**config.mk**
```make
export PLATFORM = sky130hd
export DESIGN_NAME = miv_rv32imaf_l1_ahb_ecc_scrub_ctrl
export DESIGN_NICKNAME = d
export VERILOG_FILES = /design/src/rtl/miv_rv32imaf_l1_ahb_ecc_scrub_ctrl.sv
export SDC_FILE = /design/constraint.sdc
export NUM_CORES = 1
export LEC_CHECK = 0
export BUFFER_PORTS_ARGS = -buffer_cell sky130_fd_sc_hd__buf_2
export CORE_ASPECT_RATIO = 1.2
export CORE_MARGIN = 3
export CORE_UTILIZATION = 50
export DETAILED_ROUTE_END_ITERATION = 8
export PLACE_DENSITY = 0.85
export SYNTH_ARGS = -nofsm -noshare
export SYNTH_HDL_FRONTEND = slang
export SYNTH_SLANG_ARGS = --single-unit
export TNS_END_PERCENT = 100
```
**constraint.sdc**
```tcl
create_clock -name CLK -period 3.3 [get_ports CLK]
set_input_delay 0.33 -clock CLK [delete_from_list [all_inputs] [get_ports CLK]]
set_output_delay 0.33 -clock CLK [all_outputs]
set_load 0.05 [all_outputs]
```
**src/rtl/miv_rv32imaf_l1_ahb_ecc_scrub_ctrl.sv**
```systemverilog
`default_nettype none
// +--------------------------------------------------------------------------+
// | miv_rv32imaf_l1_ahb_ecc_scrub_ctrl : L1 ECC RAM scrub/log controller;     |
// | optional background walker under `RAM_ECC_BG_SCRUB_EN.  Revision: 1.0    |
// +--------------------------------------------------------------------------+
module miv_rv32imaf_l1_ahb_ecc_scrub_ctrl #(
    parameter int CNT_W = 8
`ifdef RAM_ECC_BG_SCRUB_EN
    ,
    parameter int SCRUB_INTERVAL = 1024
`endif
) (
    input  logic             CLK,
    input  logic             RESETN,
    input  logic             c_ren,
    input  logic [6:0]       c_raddr,
    output logic [19:0]      c_rd,
    output logic             c_rvalid,
    output logic             c_rerr,
    input  logic             c_wen,
    input  logic [6:0]       c_waddr,
    input  logic [19:0]      c_wd,
    output logic [6:0]       ram_raddr,
    output logic [6:0]       ram_waddr,
    output logic [19:0]      ram_wd,
    output logic             ram_wen,
    input  logic [19:0]      ram_rd,
    input  logic             ram_sb,
    input  logic             ram_db,
    output logic [CNT_W-1:0] sb_cnt,
    output logic [CNT_W-1:0] db_cnt,
    output logic [6:0]       db_addr,
    output logic             db_irq,
    input  logic             irq_clr,
    output logic             scrub_drop
);

    typedef enum logic [0:0] {
        ST_IDLE     = 1'b0,
        ST_SCRUB_WR = 1'b1
    } state_t;

    state_t      state;
    logic        rd_q;
    logic        src_client_q;
    logic [6:0]  raddr_q;
    logic [6:0]  pend_addr;
    logic [19:0] pend_data;
    logic        sb_ev;
    logic        db_ev;
    logic        scrub_exit;
    logic        bg_issue;

    // A DB flag overrides SB: the corrected-data claim is not trustworthy then.
    assign sb_ev      = rd_q & ram_sb & ~ram_db;
    assign db_ev      = rd_q & ram_db;
    assign scrub_exit = (state == ST_SCRUB_WR) & (~c_wen | (c_waddr == pend_addr));

`ifdef RAM_ECC_BG_SCRUB_EN
    localparam int IV_W = (SCRUB_INTERVAL > 1) ? $clog2(SCRUB_INTERVAL) : 1;

    logic [IV_W-1:0] iv_cnt;
    logic            bg_req;
    logic [6:0]      bg_addr;

    assign bg_issue  = bg_req & ~c_ren & (state == ST_IDLE);
    assign ram_raddr = bg_issue ? bg_addr : c_raddr;

    // The interval only runs while no request is outstanding, so a starved
    // request never piles up a second one behind it.
    always_ff @(posedge CLK or negedge RESETN) begin
        if (!RESETN) begin
            iv_cnt  <= '0;
            bg_req  <= 1'b0;
            bg_addr <= '0;
        end else begin
            if (bg_issue) begin
                bg_req  <= 1'b0;
                bg_addr <= bg_addr + 7'd1;
            end else if (!bg_req) begin
                if (iv_cnt == IV_W'(SCRUB_INTERVAL - 1)) begin
                    iv_cnt <= '0;
                    bg_req <= 1'b1;
                end else begin
                    iv_cnt <= iv_cnt + 1'b1;
                end
            end
        end
    end
`else
    assign bg_issue  = 1'b0;
    assign ram_raddr = c_raddr;
`endif

    assign c_rd      = ram_rd;
    assign c_rvalid  = rd_q & src_client_q;
    assign c_rerr    = rd_q & src_client_q & ram_db;

    // Client writes always own the write port; the scrub only fills idle slots.
    assign ram_wen   = c_wen | (state == ST_SCRUB_WR);
    assign ram_waddr = c_wen ? c_waddr : pend_addr;
    assign ram_wd    = c_wen ? c_wd    : pend_data;

    always_ff @(posedge CLK or negedge RESETN) begin
        if (!RESETN) begin
            state        <= ST_IDLE;
            rd_q         <= 1'b0;
            src_client_q <= 1'b0;
            raddr_q      <= '0;
            pend_addr    <= '0;
            pend_data    <= '0;
            sb_cnt       <= '0;
            db_cnt       <= '0;
            db_addr      <= '0;
            db_irq       <= 1'b0;
            scrub_drop   <= 1'b0;
        end else begin
            rd_q         <= c_ren | bg_issue;
            src_client_q <= c_ren;
            raddr_q      <= ram_raddr;
            scrub_drop   <= 1'b0;

            if (sb_ev && (sb_cnt != '1)) begin
                sb_cnt <= sb_cnt + 1'b1;
            end

            case (state)
                ST_IDLE: begin
                    if (sb_ev) begin
                        pend_addr <= raddr_q;
                        pend_data <= ram_rd;
                        state     <= ST_SCRUB_WR;
                    end
                end
                ST_SCRUB_WR: begin
                    if (scrub_exit) begin
                        // The slot frees this cycle, so a new SB can take it.
                        if (sb_ev) begin
                            pend_addr <= raddr_q;
                            pend_data <= ram_rd;
                        end else begin
                            state <= ST_IDLE;
                        end
                    end else if (sb_ev && (raddr_q != pend_addr)) begin
                        scrub_drop <= 1'b1;
                    end
                end
                default: state <= ST_IDLE;
            endcase

            if (db_ev) begin
                if (db_cnt != '1) begin
                    db_cnt <= db_cnt + 1'b1;
                end
                if (!db_irq || irq_clr) begin
                    db_addr <= raddr_q;
                end
                db_irq <= 1'b1;
            end else if (irq_clr) begin
                db_irq <= 1'b0;
            end
        end
    end

endmodule
`default_nettype wire

```
# After elaboration in Yosys (flattened, before gate mapping)
# Index checks and enable logic that the tools add are counted.
[totals] out_inout_bits=82 word_cells=49 inputBits=61 ff_bits=61
[classes] muxes=16 add_sub_neg=2 eq_ne=5 bitwise=9 reduce_logical=7
[op_table] cell="2-to-1 mux 20 bit" n=3
[op_table] cell="case mux 20 bit (2 select lines)" n=1
[op_table] cell="2-to-1 mux 7 bit" n=3
[op_table] cell="adder 8 x 1 -> 8 bit (second input constant)" n=2
[op_table] cell="!= test 8 bit (second input constant)" n=2
[op_table] cell="case mux 7 bit (2 select lines)" n=1
[op_table] cell="equality test 7 bit" n=1
[op_table] cell="2-to-1 mux 1 bit" n=7
[op_table] cell="!= test 7 bit" n=1
[op_table] cell="bitwise AND 1 bit" n=4
[op_table] cell="AND reduction 2 bit" n=2
[op_table] cell="NOT 1 bit" n=3
[op_table] cell="logical AND 1 bit" n=2
[op_table] cell="!= test 2 x 1 -> 1 bit (second input constant)" n=1
[op_table] cell="bitwise OR 1 bit" n=2
[op_table] cell="case mux 1 bit (2 select lines)" n=1
[op_table] cell="nonzero test 2 bit" n=1
[op_table] cell="zero test 1 bit" n=1
[op_table] cell="logical OR 1 bit" n=1

# Longest topological paths before layout
# Gate-level depths: netlist (run 1).
[depth] word_depth=6 depth_mapped=5 ltp_nobuf=5

# Least setup slack after synthesis (run 1)
# Ideal clock, no wire load.
[synth_timing] path_type="register to register" start="register src_client_q (netlist name)" end="register pend_data[10]" arrival_time_ns=1.859 path_stages_with_launch=6 required_ns=3.175 path_slack_ns=1.317 cell_sequence="dfrtp_1 nand3b_4 nand4b_2 o21ai_4 buf_6 mux2_2"
[synth_lines] item="to (signal assigned)" line="131" text="pend_data <= ram_rd;"
[synth_lines] item="to (signal assigned)" line="140" text="pend_data <= ram_rd;"
[synth_lines] item="to (decl)" line="48" text="logic [19:0] pend_data;"

# Worst setup path in the final report (run 1)
[layout_timing] start="register pend_addr[2]" end="register pend_data[6]"
[layout_via] elab_chain_cells=4
[layout_lines] item="from (decl)" line="47" text="logic [6:0] pend_addr;"
[layout_lines] item="from (signal assigned)" line="130" text="pend_addr <= raddr_q;"
[layout_lines] item="from (signal assigned)" line="139" text="pend_addr <= raddr_q;"
[layout_lines] item="equality test 7 bit" line="57" text="assign scrub_exit = (state == ST_SCRUB_WR) & (~c_wen | (c_waddr == pend_addr));"
[layout_lines] item="bitwise OR 1 bit" line="57"
[layout_lines] item="bitwise AND 1 bit" line="57"
[layout_lines] item="!= test 2 x 1 -> 1 bit (no line)"
# Every way passes these cells.
# A chain may end at the register's enable or synchronous reset.

==> results of run 1 <==
==> cell families after synthesis <==
logic type | synth area share
AOI/OAI and AO/OA | 0.02658
xor gates and xnor gates | 0.08140
adders and majority gates | 0.008304
buffers and inverters | 0.08263
DFF | 0.5066
muxes | 0.2355
and+or+nand+nor | 0.05897
==> power by group <==
group	switching (mW)	internal (mW)	total, mW
sequential	0.145	0.903	1.05
combinational	0.744	0.326	1.07
clock	0.282	0.423	0.706
total	1.17	1.65	2.82
==> area by class of cell <==
class,count,area [um2],area share
multi-input cells,130,1237,0.3249
clock inverters,6,87.58,0.02300
inverters,3,11.26,0.002957
repair buffers,143,718.2,0.1886
clock buffers,10,127.6,0.03351
flip-flops and latches,61,1526,0.4008
well taps,80,100.1,0.02628
==> registers in the layout (all words and copies together) (netlist names), 7 cells and up <==
signal and cells:
pend_data 20, db_cnt 8, sb_cnt 8, db_addr 7
pend_addr 7, raddr_q 7
==> metrics by stage <==
stage | power (mW) | cells | utilization
global placement | 2.101 | 417 | 0.6257
global route | 2.961 | 433 | 0.6632
finish | 2.824 | 433 | 0.6632
detailed placement | 2.137 | 417 | 0.6257
floorplan | 1.885 | 226 | -
CTS | 2.854 | 433 | 0.6632
==> critical path: stages, from the launching register on <==
cell and delay (ps):
dfrtp_1 420, xnor2_1 270, nand4b_2 170, o21ai_4 700, mux2_2 410
==> cells in the mapped netlist (2+ instances only) <==
library cell  count
xnor2_1          21
mux2_2           59
a21o_1            2
ha_1              2
nand3_1           7
inv_1             3
nand4_1           6
dfrtp_1          61
mux2_1            4
nand2_1           5
buf_4            27
a311oi_1          2
buf_6             2
and3_1            2
xor2_1            7
and2_1            2
==> path summary, 6_finish.rpt <==
check	from	to	slack, ps
hold / removal	RESETN	raddr_q[2]$_DFF_PN0_	40
min in group CLK	c_ren	src_client_q$_DFF_PN0_	100
setup reg to reg	pend_addr[2]$_DFFE_PN0P_	pend_data[6]$_DFFE_PN0P_	1190
hold reg to reg	sb_cnt[5]$_DFFE_PN0P_	sb_cnt[5]$_DFFE_PN0P_	490
setup / recovery	pend_addr[2]$_DFFE_PN0P_	pend_data[6]$_DFFE_PN0P_	1190
max in group asynchronous	RESETN	sb_cnt[6]$_DFFE_PN0P_	2430
==> per-layer routing <==
layer,vias up,share of wire,routed length (um)
li1,1017,-,-
met1,1004,0.38,2406
met2,93,0.52,3325
met3,16,0.075,480
met4,0,0.024,150
met5,-,0,0
==> flow_summary.toml, run 1 <==
[outcome]
outcome = "finished clean"

[die]
ios = 143
fp.dieH_um = 91.04
die-area_um2 = 6997
row_count = 30
coreArea_um2 = 5743
die_w_um = 76.86
start_util = 0.5246

[setup_path]
reg2regPathDepth = 4
worstSetupPathType = "reg2reg"
crit_path_end_kind = "register"
critPathLaunchType = "register"
critPathMaxFanout = 27
worstPathRequired_ps = 3510
crit_arrival_ps = 2320

[cts]
cts_resized = 0
h-tree-depth = 3
cts_setup_buffers = 0
hold_buffers = 0
ctsRootBufferMaster = "clkbuf_8"
clock_path_buffers = 2
clock_latency_ps = 340
cts_tree = "done"
cts_buffers = 9
cts.reportedPaths.clkPinSlew_ps = 70
cts_sinks = 61

[sta]
fin_crit_ps = 2111
period_share = 0.6396
skew_ps = 13.40
worstMarginPinSlew_ps = 835.1
slew-limit-headroom = 0.4412
finalHoldViolations = 0
fmax_mhz = 473.8
maxSlewViolCount = 0
rsz0062_at_grt = "no"
setup_viol = 0
fin_ws_ps = 1189
holdWs_ps = 36.86
fin_tns_setup_ps = 0

[drt]
ant_nets = 0
dr.pass1.iters = 4
drc = 0
vias = 2130
via_per_inst = 4.919
drtIter0Drc = 42
routed_wl_um = 6363
wl_per_cell_um = 14.70

[grt]
grt_use_met3 = 0.06349
grt-busiest-layer = "met2"
grt_max_degree = 33
grt_overflow = 0
grt_pass1_vias = 2308
grt_pass1_wl_um = 10610
grt.met1_usage = 0.1991
grtUsageMet2 = 0.3452
grt.total_usage = 0.1907
antenna_found_initial = 0

[power]
ir_drop_mv = 0.5744
p_leak_nw = 1.870
power.density_nw_per_um2 = 741.4

[layout]
layout_common_cells = "buf_2, dfrtp_1, mux2_2"
area_growth_pct = 26.41
finalNetCount = 411
diodes = 0
layout-drive-gt1-share = 0.6289
layout_commonest_cell = "buf_2"
fillers = 459
fin_area_um2 = 3809

[synth]
ys_seq_area_frac = 0.5066
avgSynthCellArea_um2 = 13.33
synth_area_leader_cell = "dfrtp_1"
yosys_warnings = 0
synth_area_um2 = 3013
async_reset_ff_frac = 1.000
synth_area_leaders = "dfrtp_1, mux2_2, buf_4"
ys_ff_latch = 61
synth_edf_count = 0
synth_nets = 289
yosys_most_used_dff = "dfrtp_1"
synthDistinctLibCells = 30
synthCells = 226
synth_top_area_frac = 0.5066

[place]
routabilityCongestion = 0.6945
dp_worst_setup_slack_ps = 1118
io_buffers = 142
dpl.hpwl_um = 4969
placed_area_um2 = 3593

[flow_run]
max_cap_violations = 0

[worst_hold_path]
holdCritPathClass = "in2async"
Power figures use the tool's default switching activity.
==> inputs of run 2 (changes only) <==
--- a/config.mk
+++ b/config.mk
@@ -8,9 +8,9 @@
 export BUFFER_PORTS_ARGS = -buffer_cell sky130_fd_sc_hd__buf_2
 export CORE_ASPECT_RATIO = 1.2
 export CORE_MARGIN = 3
-export CORE_UTILIZATION = 50
+export CORE_UTILIZATION = 46
 export DETAILED_ROUTE_END_ITERATION = 8
-export PLACE_DENSITY = 0.85
+export PLACE_DENSITY = 0.79
 export SYNTH_ARGS = -nofsm -noshare
 export SYNTH_HDL_FRONTEND = slang
 export SYNTH_SLANG_ARGS = --single-unit
==> constraint.sdc (replaced) <==
create_clock -name CLK -period 2.2 [get_ports CLK]
set_input_delay 0.22 -clock CLK [delete_from_list [all_inputs] [get_ports CLK]]
set_output_delay 0.22 -clock CLK [all_outputs]
set_load 0.05 [all_outputs]
==> run 2 against run 1 <==
  * Worst setup slack worse by 780 ps
  * Fmax up 18%
  * Cell area up 2.4%
  * Count of clock-buffer cells in the layout up 2
  * Sequential share of layout area down 0.93 points
  * Critical path type unchanged
  * Largest power group unchanged
==> flow_summary.toml, run 2 (synthesis results as in run 1) <==
[die]
die_w_um = 79.88
row_count = 31
die-area_um2 = 7561
ios = 143
start_util = 0.4855
coreArea_um2 = 6206
fp.dieH_um = 94.66

[drt]
ant_nets = 0
drtIter0Drc = 42
via_per_inst = 4.897
drc = 0
dr.pass1.iters = 4
routed_wl_um = 6347
wl_per_cell_um = 14.20
vias = 2189

[cts]
cts_sinks = 61
cts_tree = "done"
hold_buffers = 9
cts_resized = 0
clock_path_buffers = 2
cts.reportedPaths.clkPinSlew_ps = 60
cts_setup_buffers = 0
clock_latency_ps = 330
h-tree-depth = 3
ctsRootBufferMaster = "clkbuf_8"
cts_buffers = 9

[setup_path]
cp.depth = 5
critPathMaxStageDelay_ps = 430
path_delay_family = "flip-flops"
critPathMaxFanout = 14
worstPathRequired_ps = 2410
regToRegSetupSlack_ps = 410
r2r_end = "pend_data[1]$_DFFE_PN0P_"
slowest_stage = "dfrtp_1"
crit_chain = "xnor2_1 -> nand4b_2 -> o21ai_4 -> buf_4 -> mux2_2"
crit_path_end_kind = "register"
reg2regPathDepth = 5
crit_arrival_ps = 2000
worstSetupPathType = "reg2reg"
critPathLaunchType = "register"
path_buf_inv = 1
worstReg2RegStart = "pend_addr[5]$_DFFE_PN0P_"

[flow_run]
max_cap_violations = 0

[layout]
finalNetCount = 423
area_growth_pct = 29.40
largest_reg_flops = 20
diodes = 0
layout_common_cells = "buf_2, dfrtp_1, mux2_2"
fin_cells = 447
fin_area_um2 = 3899
largestRegisters = "pend_data (20), db_cnt (8), sb_cnt (8)"
layout_commonest_cell = "buf_2"
regMostFlops = "pend_data"
layout-drive-gt1-share = 0.6164

[power]
ir_drop_mv = 0.7968
power.density_nw_per_um2 = 1039
total_power_mw = 4.049
p_leak_nw = 1.921

[sta]
slew-limit-headroom = 0.5857
period_share = 0.8145
fin_tns_setup_ps = 0
maxSlewViolCount = 0
skew_ps = 4.331
holdWs_ps = 128.8
rsz0062_at_grt = "no"
finalHoldViolations = 0
fin_crit_ps = 1792
setup_viol = 0
worstMarginPinSlew_ps = 621.4
fmax_mhz = 558.0

[worst_hold_path]
holdCritPathClass = "in2reg"
min_from = "ram_rd[2]"
hold_depth = 2
min_to = "pend_data[2]$_DFFE_PN0P_"

[grt]
grt_max_degree = 35
grt_overflow = 0
grt_pass1_vias = 2159
grt.total_usage = 0.1732
antenna_found_initial = 0
grt_pass1_wl_um = 9977

[place]
placed_area_um2 = 3631
routabilityCongestion = 0.7888
dpl.hpwl_um = 4939
numPlacedInstances = 422
io_buffers = 142

[outcome]
outcome = "finished clean"
[run 2: layout make-up]
class | instances | area [um2]
sequential | 61 | 1526
multi-input combinational | 130 | 1237
fill | 510 | 2307
clock inverter | 4 | 22.52
timing repair buffer | 155 | 843.3
clock buffer | 12 | 155.1
inverter | 3 | 11.26
tap | 82 | 102.6
[run 2: worst max-delay path by stage]
stage	from	endpoint	slack (ps)
detailed placement	pend_addr[5]$_DFFE_PN0P_	pend_data[1]$_DFFE_PN0P_	410
CTS	pend_addr[5]$_DFFE_PN0P_	pend_data[1]$_DFFE_PN0P_	400
global placement	pend_addr[5]$_DFFE_PN0P_	pend_data[9]$_DFFE_PN0P_	430
global route	pend_addr[5]$_DFFE_PN0P_	pend_data[6]$_DFFE_PN0P_	310
floorplan	src_client_q$_DFF_PN0_	pend_data[10]$_DFFE_PN0P_	220
finish	pend_addr[5]$_DFFE_PN0P_	pend_data[1]$_DFFE_PN0P_	410
[run 2: where the power goes]
group	total [mW]	internal [mW]	switching, mW
combinational	1.62	0.502	1.12
sequential	1.56	1.35	0.206
clock	0.872	0.464	0.407
total	4.05	2.32	1.73
[run 2: metal layers]
metal,up-vias,routed length [um],global-route usage
met4,0,142,0.09859
li1,1040,-,-
met2,94,3282,0.2970
met3,12,487,0.04580
met1,1043,2435,0.1926
met5,-,0,0
[run 2: per-stage QoR]
| stage | utilization | setup slack, ps |
|---|---|---|
| 2_1_floorplan | - | 216.5 |
| 3_3_place_gp | 0.5851 | 431.1 |
| 3_5_place_dp | 0.5851 | 413.5 |
| 4_1_cts | 0.6282 | 403.6 |
| 5_1_grt | 0.6282 | 310.3 |
| 6_report | 0.6282 | 408.0 |
==> inputs of run 3 (changes only) <==
--- a/config.mk
+++ b/config.mk
@@ -8,9 +8,9 @@
 export BUFFER_PORTS_ARGS = -buffer_cell sky130_fd_sc_hd__buf_2
 export CORE_ASPECT_RATIO = 1.2
 export CORE_MARGIN = 3
-export CORE_UTILIZATION = 46
+export CORE_UTILIZATION = 42
 export DETAILED_ROUTE_END_ITERATION = 8
-export PLACE_DENSITY = 0.79
+export PLACE_DENSITY = 0.76
 export SYNTH_ARGS = -nofsm -noshare
 export SYNTH_HDL_FRONTEND = slang
 export SYNTH_SLANG_ARGS = --single-unit
==> constraint.sdc (replaced) <==
create_clock -name CLK -period 1.48 [get_ports CLK]
set_input_delay 0.148 -clock CLK [delete_from_list [all_inputs] [get_ports CLK]]
set_output_delay 0.148 -clock CLK [all_outputs]
set_load 0.05 [all_outputs]
==> run 3 against run 2 <==
  * The run now ends with negative setup slack left
  * Critical path depth rose by 1
  * Hold slack worse by 78 ps
  * Global-route usage is 0.79 points higher
  * First-iteration DRC count grew 52%
  * Total power grew 65%
  * Worst setup slack worse by 630 ps
  * Via count increased by 6.3%
  * Combinational power increased by 90%
  * Clock power rose by 46%
  * Sequential cell count unchanged
  * Sequential power grew 50%
  * Register-to-register slack lost 630 ps
  * Largest cell class unchanged
  * Highest routed layer unchanged
==> flow_summary.toml, run 3 (synthesis results as in run 1) <==
[power]
power.density_nw_per_um2 = 1482
p_leak_nw = 2.208
ir_drop_mv = 1.291
total_power_mw = 6.687

[cts]
clock_latency_ps = 340
clock_path_buffers = 2
ctsRootBufferMaster = "clkbuf_8"
cts.reportedPaths.clkPinSlew_ps = 70
h-tree-depth = 3
cts_buffers = 9
cts_sinks = 61
cts_tree = "done"

[place]
routabilityCongestion = 0.8045
io_buffers = 142
dp_worst_setup_slack_ps = -217.5
dpl.hpwl_um = 5181
numPlacedInstances = 452
placed_area_um2 = 3941

[sta]
fmax_mhz = 586.1
worstMarginPinSlew_ps = 476.9
fin_ws_ps = -226.3
finalHoldViolations = 0
period_share = 1.153
maxSlewViolCount = 0
fin_crit_ps = 1706
setup_viol = 27
skew_ps = 9.901
fin_tns_setup_ps = -5600
rsz0062_at_grt = "yes"
slew-limit-headroom = 0.6821
holdWs_ps = 50.64

[worst_hold_path]
min_from = "ram_rd[0]"
holdCritPathClass = "in2reg"

[die]
start_util = 0.4369
die-area_um2 = 8230
coreArea_um2 = 6895
fp.dieH_um = 98.78
row_count = 33
die_w_um = 83.32
ios = 143

[grt]
grt.total_usage = 0.1810
grt_overflow = 0
grt_pass1_wl_um = 11920
grt_max_degree = 27
antenna_found_initial = 0
grt_pass1_vias = 2490

[layout]
layout_common_cells = "buf_2, dfrtp_1, mux2_2"
post-route-util = 0.6541
layout_commonest_cell = "buf_2"
layout-drive-gt1-share = 0.7165
fin_area_um2 = 4511
largest_reg_flops = 20
regMostFlops = "pend_data"
fin_cells = 482
area_growth_pct = 49.71
diodes = 0
largestRegisters = "pend_data (20), db_cnt (8), sb_cnt (8)"
finalNetCount = 453

[drt]
drc = 0
wl_per_cell_um = 15.07
vias = 2328
ant_nets = 0
routed_wl_um = 7265
drtIter0Drc = 64
via_per_inst = 4.830
dr.pass1.iters = 4

[setup_path]
worstReg2RegStart = "pend_addr[5]$_DFFE_PN0P_"
crit_arrival_ps = 1920
crit_chain = "xnor2_1 -> buf_4 -> nand4b_4 -> o21ai_4 -> buf_8 -> mux2_2"
path_buf_inv = 2
path_delay_family = "flip-flops"
worstSetupPathType = "reg2reg"
crit_path_end_kind = "register"
slowest_stage = "dfrtp_1"
worstPathRequired_ps = 1700
critPathLaunchType = "register"
critPathMaxFanout = 14
critPathMaxStageDelay_ps = 410
cp-startpoint = "pend_addr[5]$_DFFE_PN0P_"

[outcome]
failed_checks = "negative setup slack"
outcome = "complete, but fails checks"

[flow_run]
max_cap_violations = 0
[run 3: layer usage]
metal,vias up,GRT usage,share of wire
li1,1103,-,-
met1,1121,0.2062,0.39
met2,92,0.3216,0.52
met3,12,0.06773,0.078
met4,0,0.04403,0.014
met5,-,0,0
[run 3: path summary, 6_finish.rpt]
| path | to | slack, ps | cells after the start |
|---|---|---|---|
| setup / recovery | pend_data[4]$_DFFE_PN0P_ | -230 | 6 |
| hold / removal | pend_data[0]$_DFFE_PN0P_ | 50 | 2 |
| setup reg to reg | pend_data[4]$_DFFE_PN0P_ | -230 | 6 |
| hold reg to reg | db_cnt[6]$_DFFE_PN0P_ | 480 | 1 |
| max in group asynchronous | pend_data[1]$_DFFE_PN0P_ | 550 | 3 |
| min in group asynchronous | sb_cnt[1]$_DFFE_PN0P_ | 300 | 2 |
[run 3: power by group]
| part | internal [mW] | switching (mW) | leakage (nW) |
|---|---|---|---|
| Clock | 0.610 | 0.662 | 0.0760 |
| Sequential | 2.03 | 0.310 | 0.729 |
| Combinational | 1.19 | 1.88 | 1.40 |
[run 3: timing repair]
action / in CTS / in global routing
setup endpoints to repair: 42 / 41
hold buffers: 9 / 0
setup buffers: 4 / 5
gates resized for setup: 41 / 32
endpoints found under the hold margin: 24 / 0
cloned: 1 / 0
pin swaps: 5 / 13
[run 3: area by class of cell]
| class | instances | area [um2] |
|---|---|---|
| Fill cell | 526 | 2385 |
| Timing Repair Buffer | 185 | 1191 |
| Tap cell | 87 | 108.9 |
| Clock buffer | 11 | 131.4 |
| Inverter | 3 | 11.26 |
| Multi-Input combinational cell | 130 | 1493 |
| Sequential cell | 61 | 1539 |
| Clock inverter | 5 | 36.28 |
